[config.mk]
export PLATFORM = sky130hd
export DESIGN_NAME = chip_spreader
export DESIGN_NICKNAME = d
export VERILOG_FILES = /design/src/rtl/chip_spreader.sv
export SDC_FILE = /design/constraint.sdc
export NUM_CORES = 1
export LEC_CHECK = 0
export BUFFER_PORTS_ARGS = -buffer_cell sky130_fd_sc_hd__buf_2
export CAP_MARGIN = 30
export CORE_MARGIN = 2
export CORE_UTILIZATION = 59
export CTS_CLUSTER_DIAMETER = 80
export DETAILED_ROUTE_END_ITERATION = 7
export PLACE_DENSITY = 0.82
export SLEW_MARGIN = 10
export SYNTH_ARGS = -nofsm -noshare
export SYNTH_HDL_FRONTEND = slang
export SYNTH_SLANG_ARGS = --single-unit
[constraint.sdc]
create_clock -name i_clk -period 10 [get_ports i_clk]
set_input_delay 1.5 -clock i_clk [delete_from_list [all_inputs] [get_ports i_clk]]
set_output_delay 1.5 -clock i_clk [all_outputs]
set_load 0.02 [all_outputs]
[src/rtl/chip_spreader.sv]
// chip_spreader: splits each accepted byte into two 4-bit symbols and sends each as its
//   802.15.4 (2.4 GHz) 32-chip PN sequence, one chip per clock, c0 first.
// Latency: byte accepted at edge N -> chip 0 valid in the cycle after N; 64 valid cycles per byte.
// Backpressure: none from downstream; o_byte_ready is high in IDLE and in the last chip cycle only.
// Ports: i_clk, i_rst_n (async, active-low); i_byte/i_byte_valid/o_byte_ready input handshake;
//   o_stream/o_stream_valid chip output (feeds the I/Q generator); o_busy while a byte is in flight.
// Option: define CHIP_SPREADER_BYTE_CNT_EN to add o_byte_cnt[15:0], a wrapping count of bytes sent.
module chip_spreader #(
  parameter int CHIP_WIDTH       = 32,
  parameter bit LOW_NIBBLE_FIRST = 1'b1
) (
  input  logic       i_clk,
  input  logic       i_rst_n,
  input  logic [7:0] i_byte,
  input  logic       i_byte_valid,
  output logic       o_byte_ready,
  output logic       o_stream,
  output logic       o_stream_valid,
  output logic       o_busy
`ifdef CHIP_SPREADER_BYTE_CNT_EN
  ,
  output logic [15:0] o_byte_cnt
`endif
);

  if (CHIP_WIDTH != 32) begin : g_bad_chip_width
    $error("chip_spreader: CHIP_WIDTH must be 32");
  end

  // Symbol 0 with c0 in bit 31.
  localparam logic [31:0] SYM0 = 32'b1101_1001_1100_0011_0101_0010_0010_1110;

  // Symbols 1..7 are symbol 0 rotated right by 4k chips; 8..15 additionally invert odd chips.
  function automatic logic chip_of(input logic [3:0] sym, input logic [4:0] idx);
    logic [4:0] base;
    base    = idx - {sym[2:0], 2'b00};  // wraps mod 32
    chip_of = SYM0[5'd31 - base] ^ (sym[3] & idx[0]);
  endfunction

  // sel=0 picks the nibble that goes first.
  function automatic logic [3:0] nib_of(input logic [7:0] b, input logic sel);
    nib_of = (sel ^ LOW_NIBBLE_FIRST) ? b[3:0] : b[7:4];
  endfunction

  typedef enum logic {IDLE = 1'b0, SEND = 1'b1} state_t;

  state_t     r_state;
  logic [7:0] r_byte;
  logic [4:0] r_chip_cnt;
  logic       r_nib_sel;
  logic       r_stream;
  logic       r_stream_valid;
  logic       r_busy;
  logic       r_byte_ready;

  logic       w_last;
  logic       w_accept;
  logic [7:0] w_byte_nxt;
  logic [4:0] w_cnt_nxt;
  logic       w_nib_nxt;
  logic       w_chip_nxt;

  // Outputs are registered, so the chip for the next cycle is looked up one cycle early.
  always_comb begin
    w_last     = (r_state == SEND) && r_nib_sel && (r_chip_cnt == 5'd31);
    w_accept   = i_byte_valid && r_byte_ready;
    w_byte_nxt = w_accept ? i_byte : r_byte;
    w_cnt_nxt  = r_chip_cnt + 5'd1;
    w_nib_nxt  = (r_chip_cnt == 5'd31) ? ~r_nib_sel : r_nib_sel;
    if (w_accept) begin
      w_cnt_nxt = 5'd0;
      w_nib_nxt = 1'b0;
    end
    w_chip_nxt = chip_of(nib_of(w_byte_nxt, w_nib_nxt), w_cnt_nxt);
  end

  always_ff @(posedge i_clk or negedge i_rst_n) begin
    if (!i_rst_n) begin
      r_state        <= IDLE;
      r_byte         <= 8'h00;
      r_chip_cnt     <= 5'd0;
      r_nib_sel      <= 1'b0;
      r_stream       <= 1'b0;
      r_stream_valid <= 1'b0;
      r_busy         <= 1'b0;
      r_byte_ready   <= 1'b1;
    end else begin
      case (r_state)
        IDLE: begin
          if (w_accept) begin
            r_state        <= SEND;
            r_byte         <= i_byte;
            r_chip_cnt     <= 5'd0;
            r_nib_sel      <= 1'b0;
            r_stream       <= w_chip_nxt;
            r_stream_valid <= 1'b1;
            r_busy         <= 1'b1;
            r_byte_ready   <= 1'b0;
          end
        end
        SEND: begin
          if (w_accept) begin
            // Last chip of a byte with the next byte waiting: continue without a gap.
            r_byte         <= i_byte;
            r_chip_cnt     <= 5'd0;
            r_nib_sel      <= 1'b0;
            r_stream       <= w_chip_nxt;
            r_byte_ready   <= 1'b0;
          end else if (!w_last) begin
            r_chip_cnt     <= w_cnt_nxt;
            r_nib_sel      <= w_nib_nxt;
            r_stream       <= w_chip_nxt;
            r_byte_ready   <= w_nib_nxt && (w_cnt_nxt == 5'd31);
          end else begin
            r_state        <= IDLE;
            r_chip_cnt     <= 5'd0;
            r_nib_sel      <= 1'b0;
            r_stream       <= 1'b0;
            r_stream_valid <= 1'b0;
            r_busy         <= 1'b0;
            r_byte_ready   <= 1'b1;
          end
        end
        default: r_state <= IDLE;
      endcase
    end
  end

  assign o_byte_ready   = r_byte_ready;
  assign o_stream       = r_stream;
  assign o_stream_valid = r_stream_valid;
  assign o_busy         = r_busy;

`ifdef CHIP_SPREADER_BYTE_CNT_EN
  logic [15:0] r_byte_cnt;

  always_ff @(posedge i_clk or negedge i_rst_n) begin
    if (!i_rst_n) begin
      r_byte_cnt <= 16'h0000;
    end else if (w_last) begin
      r_byte_cnt <= r_byte_cnt + 16'h0001;
    end
  end

  assign o_byte_cnt = r_byte_cnt;
`endif

endmodule

==> results of run 1 <==
## critical path: cells and delay by family
family | cells | cell delay (ps)
AO/OA/AOI/OAI | 3 | 330
adder cells (fa/ha/maj) | 2 | 670
buffers and inverters | 1 | 110
multiplexers | 1 | 160
AND/OR/NAND/NOR | 5 | 1330
## power groups by stage
stage / logic, W / registers, W / clock network (W)
floorplan: 0.0000000359 / 0.0000742 / 0
global placement: 0.00000332 / 0.0000742 / 0
detailed placement: 0.00000337 / 0.0000742 / 0
CTS: 0.00000342 / 0.0000728 / 0.0000460
global route: 0.00000379 / 0.0000728 / 0.0000499
finish: 0.00000330 / 0.0000728 / 0.0000444
## final cells by class
cell class	count	area share [%]
clock buffers	4	3.12
inverters	4	1.29
multi-input cells	88	48.1
flip-flops and latches	18	38.8
well taps	25	2.69
repair buffers	14	6.02
## cells in the final DEF (no fill, tap or decap), drive strengths merged, types with 2 or more instances in the layout
| master | synthesis | routed |
|---|---|---|
| a21oi | 6 | 6 |
| a31oi | 3 | 3 |
| and3 | 2 | 2 |
| buf | 3 | 14 |
| clkbuf | 3 | 4 |
| dfrtp | 17 | 17 |
| ha | 5 | 5 |
| inv | 4 | 4 |
| mux2 | 3 | 3 |
| mux2i | 6 | 6 |
| nand2 | 27 | 27 |
| nand2b | 2 | 2 |
| nand3 | 4 | 4 |
| nor2 | 6 | 6 |
| o2111ai | 2 | 2 |
| o21ai | 5 | 5 |
| xnor2 | 4 | 4 |
| xor2 | 2 | 2 |
## worst max-delay path by stage
stage	depth (start not counted)	to	start	slack, ps
final	12	o_stream	i_byte_valid	6110
after global routing	12	o_stream	i_byte_valid	5920
after CTS	12	o_stream	i_byte_valid	6120
after detailed placement	12	o_stream	i_byte_valid	5830
after global placement	12	o_stream	i_byte_valid	5920
after floorplan	12	o_stream	i_byte_valid	6200
## registers in the layout, summed over array words and instances, names as in the netlist
signal and flops:
r_byte 8, o_byte_ready 1, r_chip_cnt 5, o_busy 1, o_stream 1, r_state 1, r_nib_sel 1
## logic make-up after synthesis
logic type | count (synthesis) | share of synthesized area, %
AND/OR/NAND/NOR | 48 | 20.4
AO/OA/AOI/OAI | 19 | 10.6
flip-flops | 18 | 42.3
buffers and inverters | 10 | 5.28
multiplexers | 9 | 8.79
XOR/XNOR | 6 | 4.92
adder cells (fa/ha/maj) | 6 | 7.74
## stage by stage
step | instance area [um2] | hold WS (ps) | power (W) | worst slack (ps)
global route | 1160 | 513 | 0.000126 | 5920
floorplan | 1070 | 438 | 0.0000742 | 6200
global placement | 1130 | 462 | 0.0000775 | 5920
CTS | 1160 | 490 | 0.000122 | 6120
detailed placement | 1130 | 464 | 0.0000775 | 5830
finish | 1160 | 484 | 0.000120 | 6110
## metal layers
metal  up-vias  wire [um]  track usage [%]  part of all wire [%]
li1        420          -                -                     -
met1       394        979             31.2                    50
met2        16        903             30.0                    46
met3         5         49             2.35                   2.5
met4         0         44             12.0                   2.2
met5         -          0                0                     0
==> results.cfg, run 1 <==
[timing]
fin_crit_sh_pct = 38.9
relSlewSlack_pct = 63.3
fin_worst_skew_ps = 2.23
tightest_slew_ps = 551
finalHoldViolCount = 0
tns_ps = 0
grt_setup_unrepaired = false
drv_slew = 0
setup_violations = 0
fmax_mhz = 257
period_minus_slack_ps = 3890

[placed_design]
hpwl_mm = 1.48
dp_cells = 149
gp_congestion = 0.773
numPortBuffers = 14

[setup_path]
cp_data_arrival_time_ps = 4100
cp_max_fo = 16
end_kind = flop
cp_slowest_cell = fa_1
r2r_slack_ps = 6590
max_stage_delay_ps = 490
critPathRequiredTime_ps = 10210
r2r_cells = 13
reg2reg_from = r_chip_cnt[0]
reg2reg_to = o_stream
crit_path_cell_trace = buf_2 > and2_1 > or2_1 > nor2_1 > a31oi_1 > ha_1 > fa_1 > mux2i_1 > nand2_1 > o21ai_0 > or4_1 > o2111ai_1
start_kind = primary input
crit_type = primary input to flop

[clocking]
clkTransAtPathRegs_ps = 100
clock_path_buffers = 2
post_cts_buffers = 0
ctsResizeCount = 0
numCtsBuffers = 3
clock-sinks = 18
h-tree-depth = 1
cts_hold_repair.buffers = 0
cts_tree = yes
cts-root-buf = clkbuf_4
clock_latency_ps = 290

[yosys]
async_reset_ff_share_pct = 100
synthCells = 116
ys_types = 32
syn_area_per_cell_um2 = 9.20
synth_top_area_share_pct = 39.9
yosysTopAreaCell = dfrtp_1
yosysSeqAreaShare_pct = 42.3
yosys-top-cells-area = dfrtp_1, nand2_1, ha_1
synth_seq_cells = 18
synth_common_cells = nand2_1, dfrtp_1, a21oi_1, mux2i_1, nor2_1
yosysMostFrequentCell = nand2_1
synth_edf_count = 0
synth_flop_cell = dfrtp_1
synth_area_um2 = 1070
ys_warn_count = 0
syn_nets = 133

[global_route]
grt_use_total_pct = 21.3
grt_pass1_vias = 699
antenna_found_initial = 0
grt_max_degree = 19
grt.overflow.total = 0
grt_first_pass_wirelength_mm = 3.22

[power_and_ir_drop]
netSwitchingFraction_pct = 20.0
netSwitchingPower_w = 0.0000241
power_density_nw_per_um2 = 104
comb_power_share_pct = 2.7
p_clk_share_pct = 36.9
p_seq_share_pct = 60.4
ir_worst_vdd_mv = 0.0664
p_leak_nw = 0.582
internal_power_w = 0.0000964

[detailed_routing]
detail-route-antenna-nets = 0
drt_wl_total_mm = 1.98
via_per_inst = 5.46
vias = 835
drc = 0
first_pass_iters = 4
drt_iter0_drc = 25
routedWlPerCell_um = 12.9

[job]
cap_viol_max_count = 0

[floorplanning]
coreArea_um2 = 1710
die_h_um = 46.5
start_util_pct = 62.5
die_x_um = 46.5
ios = 15
fp.dieArea_um2 = 2170
rows = 15

[layout]
fillers = 138
drive_above_1_share_pct = 17.2
syn_to_final_growth_pct = 9.03
n_antenna_cell = 0
seqCellArea_um2 = 452
fin_nets = 146
fin_cells = 153
multiInputGateArea_um2 = 559
final_core_util_pct = 68.1

[hold_path]
hold_class = flop to flop
worstHoldPathCells = 2
hp-start = r_byte[5]
hold_path_end = r_byte[5]

[run_status]
status = finished clean
Power figures use the tool's default switching activity.
==> inputs of run 2 (changes only) <==
CORE_UTILIZATION = 55   (was 59)
PLACE_DENSITY = 0.77   (was 0.82)
clock period = 3.7 ns   (was 10 ns; I/O delays follow)
==> results.cfg, run 2 (same netlist as run 1, synthesis figures left out) <==
[run_status]
status = finished clean

[setup_path]
critPathRequiredTime_ps = 3920
crit_buf_inv = 0
cp_common_cell = ha_1
cp_slowest_cell = fa_2
cp_max_fo = 6
reg2reg_from = r_chip_cnt[0]
start_kind = flop
end_kind = flop
max_stage_delay_ps = 590
r2r_slack_ps = 250
reg2reg_to = o_stream
crit_family = adder cells
crit_type = flop to flop
r2r_cells = 13
crit_path_cell_trace = ha_1 > and3_1 > ha_1 > xnor2_1 > or2_1 > nor2_1 > a31oi_1 > ha_1 > fa_2 > mux2i_1 > o21ai_0 > or4_1 > o2111ai_1
cp_data_arrival_time_ps = 3670

[layout]
final_cell_area_um2 = 1170
final_cell_mix = nand2_1, dfrtp_1, buf_2
regMostFlops = r_byte
reg.largest.list = r_byte: 8 flops, r_chip_cnt: 5 flops
largest_register_ffs = 8
n_antenna_cell = 0
fin_nets = 147
layout.cells.most_common = nand2_1
final_core_util_pct = 65.9
syn_to_final_growth_pct = 10.1
drive_above_1_share_pct = 19.4

[detailed_routing]
routedWlPerCell_um = 13.7
via_per_inst = 5.56
first_pass_iters = 4
drc = 0
detail-route-antenna-nets = 0
drt_iter0_drc = 12
vias = 857
drt_wl_total_mm = 2.12

[timing]
relSlewSlack_pct = 69.5
period_minus_slack_ps = 3450
finalHoldViolCount = 0
tightest_slew_ps = 457
grt_setup_unrepaired = false
fin_crit_sh_pct = 93.3
drv_slew = 0
tns_ps = 0
fmax_mhz = 290
setup_violations = 0
fin_worst_skew_ps = 1.82
layout_setup_ws_ps = 247

[power_and_ir_drop]
power_density_nw_per_um2 = 277
p_leak_nw = 0.585
ir_worst_vdd_mv = 0.237

[global_route]
antenna_found_initial = 0
grt.overflow.total = 0
grt_use_total_pct = 23.2
grt_pass1_vias = 814
grt_first_pass_wirelength_mm = 3.57
grt_max_degree = 19

[clocking]
clock-sinks = 18
cts-root-buf = clkbuf_4
cts_hold_repair.buffers = 0
cts_tree = yes
clock_path_buffers = 2
clock_latency_ps = 300
h-tree-depth = 1
numCtsBuffers = 3
clkTransAtPathRegs_ps = 100

[floorplanning]
ios = 15
rows = 15
die_h_um = 48.1
start_util_pct = 59.9
fp.dieArea_um2 = 2310
die_x_um = 48.1
coreArea_um2 = 1780

[hold_path]
hold_class = primary input to async pin

[placed_design]
dp_slack_ps = 260
numPortBuffers = 14
hpwl_mm = 1.60
placedInstanceArea_um2 = 1130
gp_congestion = 0.792

[job]
cap_viol_max_count = 0
run 2: metal layers:
layer  up-vias  GRT usage, %  wire length, um
met5         -             0                0
met4         0          9.19               35
met3         4          7.92              115
met2        24          38.4             1010
met1       409          27.7              959
li1        420             -                -
run 2: how the worst max path moves through the flow:
stage                        startpoint       end  slack (ps)  cells after the start
after floorplan           r_chip_cnt[0]  o_stream         500                     14
after global placement    r_chip_cnt[0]  o_stream         390                     13
after detailed placement  r_chip_cnt[0]  o_stream         260                     13
after CTS                 r_chip_cnt[0]  o_stream         220                     13
after global routing      r_chip_cnt[0]  o_stream          10                     13
final                     r_chip_cnt[0]  o_stream         250                     13
run 2: stage by stage:
step | total power, W | hold slack, ps | std cells
detailed placement | 0.000210 | 466 | 150
global route | 0.000341 | 175 | 154
finish | 0.000326 | 163 | 154
floorplan | 0.000201 | 259 | 116
CTS | 0.000329 | 171 | 154
global placement | 0.000209 | 462 | 150
run 2: layout make-up:
type                            count  area, um2
Fill cell                         158        608
Multi-Input combinational cell     88        562
Sequential cell                    18        453
Timing Repair Buffer               15       77.6
Clock buffer                        4       36.3
Tap cell                           25       31.3
Inverter                            4       15.0
run 2: what timing repair did:
action,4_1_cts,5_1_grt
setup buffers,0,0
endpoints found under the setup margin,0,1
resized for setup,0,2
run 2: where the power goes:
part | leakage, nW | switching (W) | internal (W)
Combinational | 0.343 | 0.00000517 | 0.00000375
Clock | 0.0210 | 0.0000601 | 0.0000601
Sequential | 0.221 | 0 | 0.000197
